File: src/rtl/matrix_vector_stream_loader.sv
`default_nettype none
// ============================================================================
// Module      : matrix_vector_stream_loader
// Description : Collects a valid/ready stream of N*N matrix elements
//               (row-major) followed by N vector elements, packs them into
//               flat buses, starts the matrix-vector multiplier with a
//               one-cycle mv_ena pulse and holds the buses until mv_done.
//               Frame boundaries are checked against in_last.
//               Optional macro MVSL_VECTOR_REUSE_EN adds reuse_vec: a frame
//               flagged on its first element carries only the matrix and
//               keeps the previous vector.
// Revision    : 1.0 - initial release
// ============================================================================
module matrix_vector_stream_loader #(
    parameter int N     = 3,
    parameter int WIDTH = 8
) (
    input  logic                     clk,
    input  logic                     rst,
    input  logic signed [WIDTH-1:0]  in_data,
    input  logic                     in_valid,
    input  logic                     in_last,
`ifdef MVSL_VECTOR_REUSE_EN
    input  logic                     reuse_vec,
`endif
    output logic                     in_ready,
    output logic [N*N*WIDTH-1:0]     matrix_a,
    output logic [N*WIDTH-1:0]       vector_b,
    output logic                     mv_ena,
    input  logic                     mv_done,
    output logic                     busy,
    output logic                     frame_err,
    output logic [15:0]              frame_cnt
);

    localparam int CNT_W = $clog2(N*N+N);

    // Index of the last element of a full-length frame
    localparam logic [CNT_W-1:0] c_last_full = CNT_W'(N*N+N-1);

    typedef enum logic [0:0] {
        S_FILL = 1'b0,
        S_WAIT = 1'b1
    } state_t;

    state_t                  r_state;
    state_t                  w_state_nxt;
    logic [CNT_W-1:0]        r_idx;
    logic [N*N*WIDTH-1:0]    r_matrix_a;
    logic [N*WIDTH-1:0]      r_vector_b;
    logic                    r_mv_ena;
    logic                    r_busy;
    logic                    r_frame_err;
    logic [15:0]             r_frame_cnt;

    logic                    w_xfer;
    logic                    w_first;
    logic                    w_final;
    logic                    w_launch;
    logic                    w_err;

    assign w_xfer  = in_valid && in_ready;
    assign w_first = (r_idx == '0);

`ifdef MVSL_VECTOR_REUSE_EN
    // Matrix-only frames end after N*N elements
    localparam logic [CNT_W-1:0] c_last_short = CNT_W'(N*N-1);
    logic r_reuse;
    logic w_reuse;

    // The reuse flag is live on the first element and remembered afterwards
    assign w_reuse = w_first ? reuse_vec : r_reuse;
    assign w_final = w_reuse ? (r_idx == c_last_short) : (r_idx == c_last_full);

    // Remember the reuse flag seen with the first element of the frame
    always_ff @(posedge clk) begin
        if (rst) begin
            r_reuse <= 1'b0;
        end else if (w_xfer && w_first) begin
            r_reuse <= reuse_vec;
        end
    end
`else
    assign w_final = (r_idx == c_last_full);
`endif

    // A good frame ends exactly on the final index with in_last; any
    // disagreement between position and in_last is a framing error.
    assign w_launch = w_xfer && w_final && in_last;
    assign w_err    = w_xfer && (w_final != in_last);

    // State register
    always_ff @(posedge clk) begin
        if (rst) begin
            r_state <= S_FILL;
        end else begin
            r_state <= w_state_nxt;
        end
    end

    // Next-state and handshake decode
    always_comb begin
        w_state_nxt = r_state;
        in_ready    = 1'b0;
        case (r_state)
            S_FILL: begin
                in_ready = !rst;
                if (w_launch) begin
                    w_state_nxt = S_WAIT;
                end
            end
            S_WAIT: begin
                if (mv_done) begin
                    w_state_nxt = S_FILL;
                end
            end
            default: w_state_nxt = S_FILL;
        endcase
    end

    // Element capture, index tracking, launch pulse and frame bookkeeping
    always_ff @(posedge clk) begin
        if (rst) begin
            r_idx       <= '0;
            r_matrix_a  <= '0;
            r_vector_b  <= '0;
            r_mv_ena    <= 1'b0;
            r_busy      <= 1'b0;
            r_frame_err <= 1'b0;
            r_frame_cnt <= 16'd0;
        end else begin
            r_mv_ena    <= w_launch;
            r_frame_err <= w_err;
            if (w_xfer) begin
                for (int i = 0; i < N*N; i++) begin
                    if (r_idx == CNT_W'(i)) begin
                        r_matrix_a[i*WIDTH +: WIDTH] <= in_data;
                    end
                end
                for (int j = 0; j < N; j++) begin
                    if (r_idx == CNT_W'(N*N+j)) begin
                        r_vector_b[j*WIDTH +: WIDTH] <= in_data;
                    end
                end
                // Any frame end, good or bad, restarts at element 0
                if (in_last || w_final) begin
                    r_idx <= '0;
                end else begin
                    r_idx <= r_idx + CNT_W'(1);
                end
            end
            if (w_launch) begin
                r_busy      <= 1'b1;
                r_frame_cnt <= r_frame_cnt + 16'd1;
            end else if ((r_state == S_WAIT) && mv_done) begin
                r_busy      <= 1'b0;
            end
        end
    end

    assign matrix_a  = r_matrix_a;
    assign vector_b  = r_vector_b;
    assign mv_ena    = r_mv_ena;
    assign busy      = r_busy;
    assign frame_err = r_frame_err;
    assign frame_cnt = r_frame_cnt;

endmodule
`default_nettype wire

File: config.mk
export PLATFORM = sky130hd
export DESIGN_NAME = matrix_vector_stream_loader
export DESIGN_NICKNAME = d
export VERILOG_FILES = /design/src/rtl/matrix_vector_stream_loader.sv
export SDC_FILE = /design/constraint.sdc
export NUM_CORES = 1
export LEC_CHECK = 0
export ABC_AREA = 1
export BUFFER_PORTS_ARGS = -buffer_cell sky130_fd_sc_hd__buf_2
export CAP_MARGIN = 20
export CORE_UTILIZATION = 31
export DETAILED_ROUTE_END_ITERATION = 6
export GPL_TIMING_DRIVEN = 1
export PLACE_DENSITY = 0.63
export SYNTH_ARGS = -nofsm -noshare
export SYNTH_HDL_FRONTEND = slang
export SYNTH_SLANG_ARGS = --single-unit
File: constraint.sdc
create_clock -name clk -period 3.45 [get_ports clk]
set_input_delay 0.5175 -clock clk [delete_from_list [all_inputs] [get_ports clk]]
set_output_delay 0.5175 -clock clk [all_outputs]
set_load 0.01 [all_outputs]
==> flow_summary.ini, run 1 <==
[grt]
antenna_found_initial = 0
grt-ovfl-total = 0
grt_use_total_pct = 17.85
grt_start_max_net_pins = 55
grt_pass1_wl_um = 21600
grt_pass1_vias = 4034

[sta]
fmax_mhz = 482.4
hold_viol = 0
fin_crit_sh_pct = 60.09
setup_tns_ns = 0
setup_violations = 0
worstMarginPinSlew_ns = 0.8483
finalClockSkew_ns = 0.005025
rsz0062_at_grt = false
drv_slew = 0
post-route-min-period_ns = 2.073
relSlewSlack_pct = 43.14

[synthesis]
ys_types = 26
ys_seq_elements = 120
synth_warnings = 0
synthAdderAreaFrac_pct = 1.589
synth_xor_xnor_area_share_pct = 0.5560
synth-compound-area-share_pct = 11.76
netlist_instances = 623
ys_seq_area_share_pct = 50.83
syn_area_per_cell_um2 = 7.586
yosys.area_share.simple_pct = 29.60
synth_top_family_by_area = simple AND/OR/NAND/NOR gates
synth.mux.area_fraction_pct = 0
synth.net_count = 642
synth_area_mm2 = 0.004726

[placement]
dp.cells = 914
gp_congestion = 0.8334
dp_hpwl_um = 8685
port_buffers = 128

[final_layout]
drive_gt1_share_pct = 24.41
final_util_pct = 41.47
instances_no_fill = 946
fill_cells = 1477
finalNetCount = 768
diodes = 0
area_growth_syn_to_layout_pct = 28.99

[power]
irDropWorstVdd_uv = 301.4
p_per_area_mw_per_mm2 = 539.1
power.static_leakage_nw = 3.011

[critical_path]
max_stage_delay_ns = 0.74
cp-start-kind = register
cp_data_required_time_ns = 3.75
cp.arrival_ns = 2.38
endpoint_kind = register
reg2reg_from = r_idx[0]
path_cells = ha_1, nand3_1, nor3_2, nand2_1, o21ai_0, nor2_1
cp_slowest_cell = nor3_2
critPathKind = reg -> reg
cp_max_fo = 14
startpoint = r_idx[0]

[status]
violations = design-rule violations
outcome = complete, but fails checks

[die]
core_area_mm2 = 0.01470
io_pins = 129
std_cell_rows = 44
initial_utilization_pct = 32.15
die_w_um = 125.5
die_area_mm2 = 0.01574
die_h_um = 125.5

[cts]
cts_resized = 0
cts_tree = yes
insertion_delay_ns = 0.41
post_cts_buffers = 0
clock_path_buffers = 2
cts_root_buf = clkbuf_16
hold_buffers = 0
clk_pin_slew_ns = 0.06
htreeDepth = 4
clock_sinks = 120
cts_buffers = 17

[routing]
vias = 4397
postRouteAntennaNets = 0
drc_errors = 9
vias_per_cell = 4.648
dr.pass1.iters = 7
wl_per_cell_um = 14.33
routed_wl_um = 13560
drt_iter0_drc = 246

[run]
max_cap_viol_count = 0

[hold_path]
hold_path.class = in -> reg
hold_start = mv_done
critical path, delay by kind of cell, from the launching register on:
| kind | cells | cell delay (ns) |
|---|---|---|
| adder cells (fa/ha/maj) | 1 | 0.21 |
| AND/OR/NAND/NOR | 4 | 1.17 |
| flip-flops | 1 | 0.39 |
| AO/OA/AOI/OAI | 1 | 0.20 |
cell usage after synthesis:
master / instances / area [µm²]
nor2_1: 233 / 874.6
dfxtp_1: 120 / 2402
o21ai_0: 102 / 510.5
nand2_1: 44 / 165.2
inv_1: 39 / 146.4
clkbuf_1: 20 / 75.07
nand3_1: 9 / 45.04
nand4_1: 9 / 56.30
nor3_4: 9 / 146.4
a21oi_1: 6 / 30.03
ha_1: 6 / 75.07
inv_2: 6 / 22.52
nor2_4: 4 / 45.04
nand2_2: 2 / 12.51
nor3_1: 2 / 10.01
xor2_1: 2 / 17.52
a211oi_1: 1 / 7.510
buf_2: 1 / 5.000
buf_4: 1 / 7.510
buf_6: 1 / 11.26
nand2_8: 1 / 20.02
nor2_2: 1 / 6.260
nor3_2: 1 / 10.01
nor3b_1: 1 / 7.510
o21bai_1: 1 / 7.510
xnor2_1: 1 / 8.760
routing by layer:
layer | up-vias | share of wire (%) | GRT usage (%)
li1 | 2239 | - | -
met1 | 1998 | 47 | 23.22
met2 | 147 | 45 | 27.71
met3 | 13 | 7.8 | 6.162
met4 | 0 | 0.97 | 5.524
met5 | - | 0 | 0
final timing paths:
check | to | slack (ns) | cells past startpoint
worst max-delay path | frame_cnt[3] | 1.38 | 6
worst min-delay path | r_state | 0.31 | 2
worst max register to register | frame_cnt[3] | 1.38 | 6
worst min register to register | busy | 0.47 | 2
flip-flops by register name (all words and copies together) (netlist names):
| name | cells |
|---|---|
| busy | 1 |
| frame_cnt | 16 |
| frame_err | 1 |
| matrix_a | 72 |
| mv_ena | 1 |
| r_idx | 4 |
| r_state | 1 |
| vector_b | 24 |
cells by family (layout without fill, tap and decap cells):
family                     count (synthesis)  after routing
and+or+nand+nor                          316            316
DFF                                      120            120
AOI/OAI and AO/OA                        110            110
buffers and inverters                     68            207
adders and majority gates                  6              6
xor gates and xnor gates                   3              3
cell usage in the layout, fill, tap and decap left out:
cell	netlist	routed
nor2_1	233	233
buf_2	1	128
dfxtp_1	120	120
o21ai_0	102	102
nand2_1	44	44
inv_1	39	38
clkbuf_16	0	17
nand3_1	9	9
nor3_4	9	9
nand4_1	9	9
inv_2	6	7
a21oi_1	6	6
ha_1	6	6
clkinvlp_4	0	5
nor2_4	4	4
clkinv_2	0	4
nand2_2	2	2
xor2_1	2	2
nor3_1	2	2
bufinv_16	0	2
clkbuf_8	0	2
buf_4	1	2
nand2_8	1	1
nor3_2	1	1
nor2_2	1	1
o21bai_1	1	1
xnor2_1	1	1
nor3b_1	1	1
a211oi_1	1	1
clkinv_4	0	1
clkbuf_1	20	1
power by group:
| part | internal, W | leakage (nW) | switching [W] |
|---|---|---|---|
| Sequential | 0.00140 | 0.968 | 0.00000765 |
| Clock | 0.00109 | 0.274 | 0.000652 |
| Combinational | 0.0000323 | 1.77 | 0.0000977 |
cell type report:
| cell class | count | area (µm²) | area share, % |
|---|---|---|---|
| multi-input cells | 435 | 2056 | 33.72 |
| repair buffers | 130 | 655.6 | 10.76 |
| clock inverters | 12 | 126.4 | 2.073 |
| well taps | 184 | 230.2 | 3.777 |
| inverters | 45 | 168.9 | 2.771 |
| flip-flops and latches | 120 | 2402 | 39.41 |
| clock buffers | 20 | 456.7 | 7.492 |
stage by stage:
step / instance area, µm² / total power, W / worst slack (ns) / hold WS, ns
6_report: 6096 / 0.003286 / 1.377 / 0.3078
5_1_grt: 6096 / 0.003394 / 1.142 / 0.2990
4_1_cts: 6096 / 0.003330 / 1.379 / 0.2840
3_5_place_dp: 5513 / 0.001570 / 1.210 / 0.4704
3_3_place_gp: 5513 / 0.001570 / 1.209 / 0.4634
2_1_floorplan: 4726 / 0.001515 / 1.877 / 0.4743
(Power assumes the default switching activity.)
==> run 2, diff against run 1 <==
- ABC_AREA: 1 -> 0
- PLACE_DENSITY: 0.63 -> 0.65
- clock period: 3.45 -> 1.9 ns (I/O delays scaled with it)
==> run 2 against run 1 <==
Effect of this change:
- cell count decreased by 8.4%
- non-clock buffer count increased by 15
- largest power group unchanged
- combinational power is 43% higher
- worst setup slack got worse by 1.2 ns
- first-iteration DRC count increased by 22%
- total power up 81%
- global-route usage down 1.7 points
- the flow now finishes without violations
- critical path type unchanged
- register-to-register slack got worse by 1.2 ns
==> flow_summary.ini, run 2 <==
[status]
outcome = finished clean

[final_layout]
fill_cells = 1482
drive_gt1_share_pct = 26.79
area_growth_syn_to_layout_pct = 31.42
final_cell_mix = nand2_1, buf_2, dfxtp_1, a21oi_1, nor2_1
largest_reg_flops = 72
final_cell_area_mm2 = 0.006112
final_common_cell = nand2_1
finalNetCount = 692
instances_no_fill = 867
seqCellArea_mm2 = 0.002405
diodes = 0
multi_input_area_mm2 = 0.002079

[cts]
cts_resized = 0
insertion_delay_ns = 0.41
cts_tree = yes
post_cts_buffers = 0
clock_path_buffers = 2
clock_sinks = 120
cts_buffers = 17
cts_root_buf = clkbuf_16
htreeDepth = 4
clk_pin_slew_ns = 0.05
hold_buffers = 0

[placement]
place_area_mm2 = 0.005520
gp_congestion = 0.7468
dp_hpwl_um = 8347
dp.cells = 838
port_buffers = 128
post-place-ws_ns = 0.1159

[routing]
vias_per_cell = 4.730
drc_errors = 0
vias = 4101
wl_per_cell_um = 14.34
routed_wl_um = 12440
dr.pass1.iters = 6
postRouteAntennaNets = 0
drt_iter0_drc = 301

[power]
irDropWorstVdd_uv = 571.4
power.static_leakage_nw = 2.877
p_per_area_mw_per_mm2 = 973.6
p_total_w = 0.005951

[grt]
grt_start_max_net_pins = 115
grt_pass1_wl_um = 19580
grt_pass1_vias = 3676
antenna_found_initial = 0
grt-ovfl-total = 0
grt_use_total_pct = 16.19

[sta]
finalClockSkew_ns = 0.007567
relSlewSlack_pct = 62.44
fin_crit_sh_pct = 92.38
setup_tns_ns = 0
post-route-min-period_ns = 1.755
fmax_mhz = 569.7
setup_violations = 0
rsz0062_at_grt = false
drv_slew = 0
hold_viol = 0
layout_setup_ws_ns = 0.1448
worstMarginPinSlew_ns = 0.5634

[synthesis]
ys_seq_area_share_pct = 51.65
synth_warnings = 0
syn_area_per_cell_um2 = 8.518
netlist_top_cells_area = dfxtp_1, nand2_1, a21oi_1, mux2i_1, nor2_1
ys_seq_elements = 120
synth-main-ff-cell = dfxtp_1
synth_commonest_cells = nand2_1, dfxtp_1, a21oi_1, nor2_1, mux2i_1
synth_area_mm2 = 0.004651
synth_most_common_cell = nand2_1
synth.net_count = 565
synth_edf_count = 0
async_flop_share_pct = 0
synth_top_cell_by_area = dfxtp_1
netlist_instances = 546
ys_types = 39
netlist.area_leader.share_pct = 51.65

[critical_path]
cp-start-kind = register
cp.arrival_ns = 2.05
cp_data_required_time_ns = 2.19
endpoint_kind = register
critPathKind = reg -> reg
cp_max_fo = 5

[run]
max_cap_viol_count = 0

[die]
die_area_mm2 = 0.01550
std_cell_rows = 44
die_w_um = 124.5
io_pins = 129
die_h_um = 124.5
core_area_mm2 = 0.01459
initial_utilization_pct = 31.88

[hold_path]
hold_path.class = in -> reg
==> run 2: changes by cell type after synthesis, moves of 9 or more <==
cell	delta
nand2_1	+96
o21ai_0	-99
nor3_4	-9
a21oi_1	+69
inv_1	-33
nand3_1	+10
nor2_1	-187
mux2i_1	+33
clkbuf_1	+9
==> run 2: per-layer routing <==
metal  vias up  track usage, %  wire [µm]
li1       2067               -          -
met1      1912           20.76       5812
met2       111           24.47       5685
met3        11           6.787        842
met4         0           5.103         96
met5         -               0          0
==> run 2: worst paths after layout <==
| kind | from | to | slack [ns] | cells after the start |
|---|---|---|---|---|
| max reg2reg | r_idx[1] | frame_cnt[15] | 0.14 | 5 |
| max | r_idx[1] | frame_cnt[15] | 0.14 | 5 |
| min | rst | frame_cnt[6] | 0.11 | 2 |
| min reg2reg | matrix_a[4] | matrix_a[4] | 0.45 | 2 |
==> run 2: cells by family (layout without fill, tap and decap cells) <==
family	Yosys count	after routing	synth area share, %
multiplexers	35	35	7.587
AO/OA/AOI/OAI	80	80	8.770
flip-flops	120	120	51.65
AND/OR/NAND/NOR	254	254	25.05
adder cells (fa/ha/maj)	6	6	1.614
buffers and inverters	43	180	3.820
XOR/XNOR	8	8	1.507
==> run 2: area by class of cell <==
type	instances	area share, %
tap	184	3.767
sequential	120	39.35
multi-input combinational	383	34.02
clock buffer	20	7.636
inverter	6	0.3685
clock inverter	9	2.047
timing repair buffer	145	12.81
==> run 2: worst max-delay path, stage by stage, from the launching register on <==
cell,delay (ns)
dfxtp_2,0.36
ha_1,0.22
nand4b_4,0.11
or4_4,0.43
nor3_2,0.19
mux2_1,0.33
==> run 2: power by group <==
group	internal, W	switching [W]	total [W]
combinational	0.0000481	0.000138	0.000186
sequential	0.00253	0.00000675	0.00254
clock	0.00213	0.00110	0.00323
==> run 2: stage by stage <==
step | util (%) | hold slack [ns]
4_1_cts | 41.90 | 0.08904
5_1_grt | 41.90 | 0.1001
3_3_place_gp | 37.84 | 0.4428
6_report | 41.90 | 0.1075
2_1_floorplan | - | 0.4289
3_5_place_dp | 37.84 | 0.4461
